==> src/rtl/jericalla_fetch_unit_if.sv <==
// Bundle of the sequencer's control, program-load and instruction-out signals.
// The master side drives control and program writes; the slave is the fetch unit.
interface jericalla_fetch_unit_if #(
  parameter int AW = 5,
  parameter int IW = 19
);
  logic          start;
  logic          stall;
  logic          prog_we;
  logic [AW-1:0] prog_addr;
  logic [IW-1:0] prog_data;
  logic [IW-1:0] instruction;
  logic          instr_valid;
  logic [AW-1:0] pc;
  logic          busy;
  logic          done;
  logic [7:0]    issued;

  modport master (
    output start, stall, prog_we, prog_addr, prog_data,
    input  instruction, instr_valid, pc, busy, done, issued
  );

  modport slave (
    input  start, stall, prog_we, prog_addr, prog_data,
    output instruction, instr_valid, pc, busy, done, issued
  );
endinterface

==> src/rtl/jericalla_fetch_unit.sv <==
// Self-running instruction sequencer: walks a writable program memory, holding
// each word valid for HOLD cycles (stretched by stall) until HALT or end of memory.
module jericalla_fetch_unit #(
  parameter int          DEPTH   = 32,
  parameter int          AW      = 5,
  parameter int          IW      = 19,
  parameter int          HOLD    = 3,
  parameter logic [3:0]  HALT_OP = 4'b1111
) (
  input  logic                    clk,
  input  logic                    reset,
  jericalla_fetch_unit_if.slave   bus
);
  localparam int CW = (HOLD > 1) ? $clog2(HOLD) : 1;
  localparam logic [AW-1:0] LAST = AW'(DEPTH - 1);

  typedef enum logic [1:0] {IDLE, FETCH, EXEC, DONE} state_t;

  state_t        state, state_nxt;
  logic [IW-1:0] mem [DEPTH];
  logic [IW-1:0] rdata;
  logic [IW-1:0] ir, ir_nxt;
  logic [AW-1:0] pc, pc_nxt;
  logic [CW-1:0] cnt, cnt_nxt;
  logic [7:0]    issued, issued_nxt;
  logic          valid, valid_nxt;
  logic          busy, busy_nxt;
  logic          done, done_nxt;
  logic          prog_ok;

  // Program memory is never reset; loads are only accepted while not running.
  assign prog_ok = bus.prog_we && (state == IDLE || state == DONE);

  always_ff @(posedge clk)
    if (prog_ok) mem[bus.prog_addr] <= bus.prog_data;

  assign rdata = mem[pc];

  always_comb begin
    state_nxt  = state;
    ir_nxt     = ir;
    pc_nxt     = pc;
    cnt_nxt    = cnt;
    issued_nxt = issued;
    case (state)
      IDLE, DONE: begin
        if (bus.start) begin
          pc_nxt     = '0;
          issued_nxt = '0;
          state_nxt  = FETCH;
        end
      end
      FETCH: begin
        // A HALT word ends the run without ever reaching the datapath.
        if (rdata[IW-1 -: 4] == HALT_OP) begin
          state_nxt = DONE;
        end else begin
          ir_nxt     = rdata;
          cnt_nxt    = CW'(HOLD - 1);
          issued_nxt = (issued == 8'hFF) ? issued : issued + 8'd1;
          state_nxt  = EXEC;
        end
      end
      EXEC: begin
        if (!bus.stall) begin
          if (cnt != '0) begin
            cnt_nxt = cnt - CW'(1);
          end else begin
            ir_nxt = '0;
            if (pc == LAST) begin
              state_nxt = DONE;
            end else begin
              pc_nxt    = pc + AW'(1);
              state_nxt = FETCH;
            end
          end
        end
      end
      default: state_nxt = IDLE;
    endcase
    // Status flags are registered from the next state so outputs stay glitch-free.
    valid_nxt = (state_nxt == EXEC);
    busy_nxt  = (state_nxt == FETCH) || (state_nxt == EXEC);
    done_nxt  = (state_nxt == DONE);
  end

  always_ff @(posedge clk or negedge reset) begin
    if (!reset) begin
      state  <= IDLE;
      ir     <= '0;
      pc     <= '0;
      cnt    <= '0;
      issued <= '0;
      valid  <= 1'b0;
      busy   <= 1'b0;
      done   <= 1'b0;
    end else begin
      state  <= state_nxt;
      ir     <= ir_nxt;
      pc     <= pc_nxt;
      cnt    <= cnt_nxt;
      issued <= issued_nxt;
      valid  <= valid_nxt;
      busy   <= busy_nxt;
      done   <= done_nxt;
    end
  end

  assign bus.instruction = ir;
  assign bus.instr_valid = valid;
  assign bus.pc          = pc;
  assign bus.busy        = busy;
  assign bus.done        = done;
  assign bus.issued      = issued;
endmodule

==> src/flat_wrapper.sv <==
// flat-port wrapper written by rule: the top's interface ports become plain ports
module jericalla_fetch_unit_flat 
#(
  parameter int          DEPTH   = 32,
  parameter int          AW      = 5,
  parameter int          IW      = 19,
  parameter int          HOLD    = 3,
  parameter logic [3:0]  HALT_OP = 4'b1111
)
  (clk, reset, bus_start, bus_stall, bus_prog_we, bus_prog_addr, bus_prog_data, bus_instruction, bus_instr_valid, bus_pc, bus_busy, bus_done, bus_issued);
  jericalla_fetch_unit_if #(.AW(AW), .IW(IW)) bus_i ();
  input  logic clk;
  input  logic reset;
  input wire logic [$bits(bus_i.start)-1:0] bus_start;
  input wire logic [$bits(bus_i.stall)-1:0] bus_stall;
  input wire logic [$bits(bus_i.prog_we)-1:0] bus_prog_we;
  input wire logic [$bits(bus_i.prog_addr)-1:0] bus_prog_addr;
  input wire logic [$bits(bus_i.prog_data)-1:0] bus_prog_data;
  output wire logic [$bits(bus_i.instruction)-1:0] bus_instruction;
  output wire logic [$bits(bus_i.instr_valid)-1:0] bus_instr_valid;
  output wire logic [$bits(bus_i.pc)-1:0] bus_pc;
  output wire logic [$bits(bus_i.busy)-1:0] bus_busy;
  output wire logic [$bits(bus_i.done)-1:0] bus_done;
  output wire logic [$bits(bus_i.issued)-1:0] bus_issued;
  assign bus_i.start = bus_start;
  assign bus_i.stall = bus_stall;
  assign bus_i.prog_we = bus_prog_we;
  assign bus_i.prog_addr = bus_prog_addr;
  assign bus_i.prog_data = bus_prog_data;
  assign bus_instruction = bus_i.instruction;
  assign bus_instr_valid = bus_i.instr_valid;
  assign bus_pc = bus_i.pc;
  assign bus_busy = bus_i.busy;
  assign bus_done = bus_i.done;
  assign bus_issued = bus_i.issued;
  jericalla_fetch_unit #(.DEPTH(DEPTH), .AW(AW), .IW(IW), .HOLD(HOLD), .HALT_OP(HALT_OP)) u_core (.clk(clk), .reset(reset), .bus(bus_i));
endmodule
==> config.mk <==
export PLATFORM = sky130hd
export DESIGN_NAME = jericalla_fetch_unit_flat
export DESIGN_NICKNAME = d
export VERILOG_FILES = /design/src/rtl/jericalla_fetch_unit_if.sv /design/src/rtl/jericalla_fetch_unit.sv /design/src/flat_wrapper.sv
export SDC_FILE = /design/constraint.sdc
export NUM_CORES = 1
export LEC_CHECK = 0
export CAP_MARGIN = 0
export CORE_MARGIN = 3
export CORE_UTILIZATION = 55
export CTS_BUF_LIST = sky130_fd_sc_hd__clkbuf_4 sky130_fd_sc_hd__clkbuf_8 sky130_fd_sc_hd__clkbuf_16
export DETAILED_ROUTE_END_ITERATION = 10
export HOLD_SLACK_MARGIN = 0.02
export PLACE_DENSITY = 0.72
export SLEW_MARGIN = 15
export SYNTH_ARGS = -nofsm -noshare
export SYNTH_HDL_FRONTEND = slang
export SYNTH_SLANG_ARGS = --single-unit
==> constraint.sdc <==
create_clock -name clk -period 2.8 [get_ports clk]
set_input_delay 0.56 -clock clk [delete_from_list [all_inputs] [get_ports clk]]
set_output_delay 0.56 -clock clk [all_outputs]
set_load 0.02 [all_outputs]
=== Word-level counts from Yosys, hierarchy flattened ===
Memories as Yosys holds them, arrays and structs flattened.
Cells that the tools add are included.

* Flip-flop bits (word level): 39
* Bits in writable memories: 608
* Output and inout port bits: 35
* Memories kept: 1

{| class="wikitable"
|+ Memories
! name !! depth !! bits a word !! read ports !! clocked after Yosys merged registers in !! write ports !! RTL line !! RTL
|-
| u_core.mem || 32 || 19 || 1 || 0 || 1 || jericalla_fetch_unit.sv:20 || <nowiki>logic [IW-1:0] mem [DEPTH];</nowiki>
|}

* $add $sub $neg: 3
* Equality and inequality tests: 16
* Multiplexer cells: 25
* Reduce and logical (&&, ||, !) cells: 13

{| class="wikitable"
|+ Operators with widths
! cell !! count
|-
| 19-bit two-way mux || 3
|-
| 19-bit case mux with 2 select lines || 1
|-
| 8-bit two-way mux || 3
|-
| 5-bit two-way mux || 4
|-
| 8-bit case mux with 2 select lines || 1
|-
| 2-bit two-way mux || 7
|-
| 2-bit inequality test (second input constant) || 6
|-
| 4-bit AND reduction || 3
|-
| 5-bit case mux with 2 select lines || 1
|-
| 8-bit by 1-bit adder with 8-bit output (second input constant) || 1
|-
| 2-bit == test (second input constant) || 4
|-
| 8-bit == test (second input constant) || 1
|-
| 2-bit nonzero test || 4
|-
| 2-bit case mux with 3 select lines || 1
|-
| 5-bit by 1-bit adder with 5-bit output (second input constant) || 1
|-
| 5-bit == test (second input constant) || 1
|-
| 5-bit AND reduction || 1
|-
| 2-bit by 1-bit == test with 1-bit output (second input constant) || 2
|-
| 4-bit == test (second input constant) || 1
|-
| 2-bit case mux with 2 select lines || 1
|-
| 1-bit two-way mux || 3
|-
| 2-bit zero test || 1
|-
| 1-bit logical OR || 2
|-
| 2-bit by 1-bit inequality test with 1-bit output (second input constant) || 1
|-
| other kinds (3) || 3
|}

=== Depth between registers and ports, before layout ===
* Word-level depth: 7
* Gate-level depth with buffers: 12
* Depth with buffers taken out: 9

=== Least setup slack after synthesis ===
Ideal clock, no wire load.

* Path kind: reg-to-reg
* Start: register u_core.pc[1], in the netlist u_core.bus.pc[1]
* End: register u_core.ir[2], in the netlist u_core.bus.instruction[2]
* Arrival: 2.754 ns
* Data required time: 2.675 ns
* Setup slack: -0.078 ns
* Cell stages (with the launch flop): 11
* Clock period less this slack: 2.878 ns
* Cells stage by stage: dfrtp_1 buf_2 buf_4 buf_4 buf_2 clkbuf_1 mux4_2 mux4_2 nand2_1 a21oi_1 mux2_2

* Cells in the longest elaborated chain, start to end: 4
* Elaborated cells between the ends (all ways): 6

{| class="wikitable"
|+ RTL lines
! what !! RTL line !! RTL
|-
| start: declaration || jericalla_fetch_unit.sv:23 || <nowiki>logic [AW-1:0] pc, pc_nxt;</nowiki>
|-
| start signal: assignment || jericalla_fetch_unit.sv:100 || <nowiki>pc <= pc_nxt;</nowiki>
|-
| memory read 32 x 19 bit (*) || n/a ||
|-
| 4-bit == test || jericalla_fetch_unit.sv:55 || <nowiki>if (rdata[IW-1 -: 4] == HALT_OP) begin</nowiki>
|-
| 2-bit inequality test (no line) || n/a ||
|-
| 4-bit AND reduction (no line) || n/a ||
|-
| end signal: assignment || jericalla_fetch_unit.sv:99 || <nowiki>ir <= ir_nxt;</nowiki>
|-
| end: declaration || jericalla_fetch_unit.sv:22 || <nowiki>logic [IW-1:0] ir, ir_nxt;</nowiki>
|}

Every way passes the cells marked *; elsewhere a longest branch is shown, timed or not. The select of a mux whose other input is x is not followed.
A chain may end at the register's enable or synchronous reset.

=== Worst setup path after layout ===
* Start: register u_core.pc[0], in the netlist u_core.bus.pc[0]
* End: register u_core.ir[3], in the netlist u_core.bus.instruction[3]

Same word-level chain as after synthesis.

==> results.ini <==
[status]
status = finished clean

[routing]
vias_per_cell = 6.35
drt_iter0_drc = 1594
route.detailed.drc = 0
drt-total-wl_um = 61500
vias = 13014
dr.pass1.iters = 5
ant_nets = 0
wl_per_cell_um = 30.0

[cells_and_area]
fin_area_um2 = 30200
final_util_pct = 67.3
finalNetCount = 1443
area_growth_pct = 19.2
diodes = 0
stdcell_count = 2050
drive_gt1_share_pct = 34.4

[worst_setup_path]
start_kind = register
crit_path_cell_trace = buf_6 > buf_6 > mux4_2 > mux2_4 > nand2_2 > a32o_2 > nor2_4 > nand4b_4 > o211ai_4 > buf_8 > mux2_2
critPathRequiredTime_ns = 3.32
endpoint_kind = register
path_buf_inv = 3
critical-path-top-delay-family = multiplexers
cp_max_fo = 7
arrival_ns = 3.28
critPathSlowestCell = dfrtp_4
path_common_cell = buf_6
crit_type = reg -> reg
cp_slowest_stage_delay_ns = 0.55

[global_route]
grt_start_max_net_pins = 50
antenna_found_initial = 0
grt_first_pass_wirelength_um = 89000
grt_usage_pct = 25.9
gr-total-overflow = 0
grt_pass1_vias = 13334

[synth]
synth-xor-area-share_pct = 0.0692
synth_nets = 1211
netlist_area_um2 = 25300
synthAdderAreaFrac_pct = 0.346
synth_mux_area_share_pct = 17.1
synth_ff_type = edfxtp_1
synthArstFlopShare_pct = 6.03
synth_cells = 1175
synth-simple-area-share_pct = 2.80
synth_compound_area_share_pct = 1.91
synth.distinct_cells = 59
synth_seq_area_share_pct = 76.0
synth_top_family_by_area = multiplexers
avgSynthCellArea_um2 = 21.5
synth_edf_count = 608
yosysWarnings = 0
ys_seq_elements = 647

[clock_tree]
insertion_delay_ns = 0.63
clock_path_buffers = 3
cts_made_buffers = 61
cts_tree = built
path_clk_slew_ns = 0.06
cts-htree-levels = 2
clockRootBuffer = clkbuf_16
cts_sinks = 647

[placed_design]
place_hpwl_um = 36200
dp_cells = 1918
gp_congestion = 0.829
place_area_um2 = 27800
place_ws_ns = -0.234
placement.io_buffers = 63

[floorplan]
num_rows = 77
die-area_um2 = 48600
die_x_um = 221
io_pins = 64
coreArea_um2 = 44800
fp.dieH_um = 221
start_util_pct = 56.5

[timing]
finClkSkew_ns = 0.0138
timing.fmax_mhz = 362
fin_crit_sh_pct = 98.8
worst_slew_pin_slew_ns = 0.516
final_max_slew_viol_count = 0
setup_ws_ns = 0.0347
setup_tns_ns = 0
holdWs_ns = 0.474
finalSetupViolCount = 0
slew_headroom_pct = 65.6
hold_viol = 0
min_period_ns = 2.77

[job]
drv_cap = 0

[worst_hold_path]
hold_class = in -> async

[pwr]
ir_worst_vdd_uv = 749
p_per_area_nw_per_um2 = 843
totalPowerFinal_mw = 25.4
power_leakage_nw = 9.83

-- cell usage after synthesis (2+ instances only) --
master     instances  area [um2]
nor3_1             8        40.0
clkbuf_1          13        48.8
o221ai_1           6        52.6
nor4_1             2        12.5
inv_1             16        60.1
mux2_2            17         191
ha_1               7        87.6
nor2_1            52         195
buf_1              7        26.3
and3_1             6        37.5
buf_8              3        45.0
nand4_1            3        18.8
mux2i_1           35         350
edfxtp_1         608       18300
buf_4              4        30.0
mux4_2           158        3560
a31oi_1            3        18.8
o22ai_1            5        31.3
dfrtp_1           39         976
buf_2             18        90.1
mux4_1             7         184
nand2_1           48         180
or3b_2             2        17.5
a211oi_1           2        15.0
and2_1             4        25.0
nor2b_1            5        31.3
nand3b_1           4        30.0
nand2b_1           2        12.5
a32o_1             2        20.0
or3_1              2        12.5
a22oi_1            6        45.0
o21ai_0            7        35.0
o21ai_1            2        10.0
mux2_1             5        56.3
a21oi_1           22         110
a2bb2oi_1          3        26.3
buf_6             10         113
nand3_1           11        55.1
-- state kept, by name, indices dropped and copies added (netlist names), 2 cells and up --
name / count
u_core.bus.pc: 5
u_core.cnt: 2
u_core.state: 2
u_core.bus.instruction: 19
u_core.mem: 608
u_core.bus.issued: 8
-- final timing paths --
kind,slack [ns],end,cells after the start,startpoint
max in group asynchronous,2.02,u_core.bus.pc[0]$_DFFE_PN0P_,3,reset
min in group clk,0.52,u_core.bus.instruction[15]$_DFFE_PN0P_,1,u_core.bus.instruction[15]$_DFFE_PN0P_
worst min-delay path,0.47,u_core.bus.instruction[1]$_DFFE_PN0P_,3,reset
worst max register to register,0.03,u_core.bus.instruction[3]$_DFFE_PN0P_,11,u_core.bus.pc[0]$_DFFE_PN0P_
worst min register to register,0.52,u_core.bus.instruction[15]$_DFFE_PN0P_,1,u_core.bus.instruction[15]$_DFFE_PN0P_
worst max-delay path,0.03,u_core.bus.instruction[3]$_DFFE_PN0P_,11,u_core.bus.pc[0]$_DFFE_PN0P_
-- worst reg2reg max path, stage by stage, from the launching register on --
cell	delay (ns)
dfrtp_4	0.55
buf_6	0.17
buf_6	0.11
mux4_2	0.33
mux2_4	0.15
nand2_2	0.04
a32o_2	0.25
nor2_4	0.18
nand4b_4	0.15
o211ai_4	0.17
buf_8	0.20
mux2_2	0.34
-- timing repair --
action / 4_1_cts / 5_1_grt
cloned: 3 / 0
setup endpoints to repair: 31 / 28
hold endpoints to repair: 39 / 0
hold buffers: 1 / 0
resized for setup: 27 / 35
setup buffers: 14 / 5
pin swaps: 11 / 8
-- power breakdown --
| part | internal [mW] | switching, mW | total [mW] |
|---|---|---|---|
| Clock | 4.52 | 3.50 | 8.02 |
| Sequential | 11.0 | 0.301 | 11.3 |
| Combinational | 3.32 | 2.85 | 6.17 |
-- per-layer routing --
metal / track usage (%) / up-vias / wire length (um)
li1: - / 5355 / -
met1: 35.6 / 6826 / 23400
met2: 42.3 / 702 / 30500
met3: 5.26 / 131 / 5590
met4: 8.66 / 0 / 1960
met5: 0 / - / 0
-- area by class of cell --
class | count | area (um2)
clock buffer | 73 | 1640
inverter | 18 | 67.6
timing repair buffer | 225 | 2260
sequential | 647 | 19200
clock inverter | 41 | 323
multi-input combinational | 454 | 5900
tap | 592 | 741
fill | 2831 | 14600
-- kinds of logic after synthesis --
| kind of cell | count (synthesis) |
|---|---|
| fa+ha+maj | 7 |
| mux | 222 |
| buf+inv | 74 |
| compound gates | 70 |
| simple gates | 153 |
| xor+xnor | 2 |
| flops | 647 |
-- layout by cell type (no fill, tap or decap), types with 5 or more instances in the layout --
cell and instances:
clkbuf_4 10, clkdlybuf4s50_1 62, clkinv_1 20, a21oi_1 20, clkinv_2 13, clkbuf_16 61, a22oi_1 6, nand2_1 47
buf_6 5, nor2_1 17, nor2b_1 5, and3_1 6, o221ai_1 5, mux4_1 6, mux2i_1 33, nor2_2 33
mux4_2 159, buf_12 26, inv_1 16, ha_1 7, o21ai_0 7, buf_4 124, nor3_1 7, edfxtp_1 608
nand3_1 10, dfrtp_1 36, mux2_4 19
(Power assumes the default switching activity.)
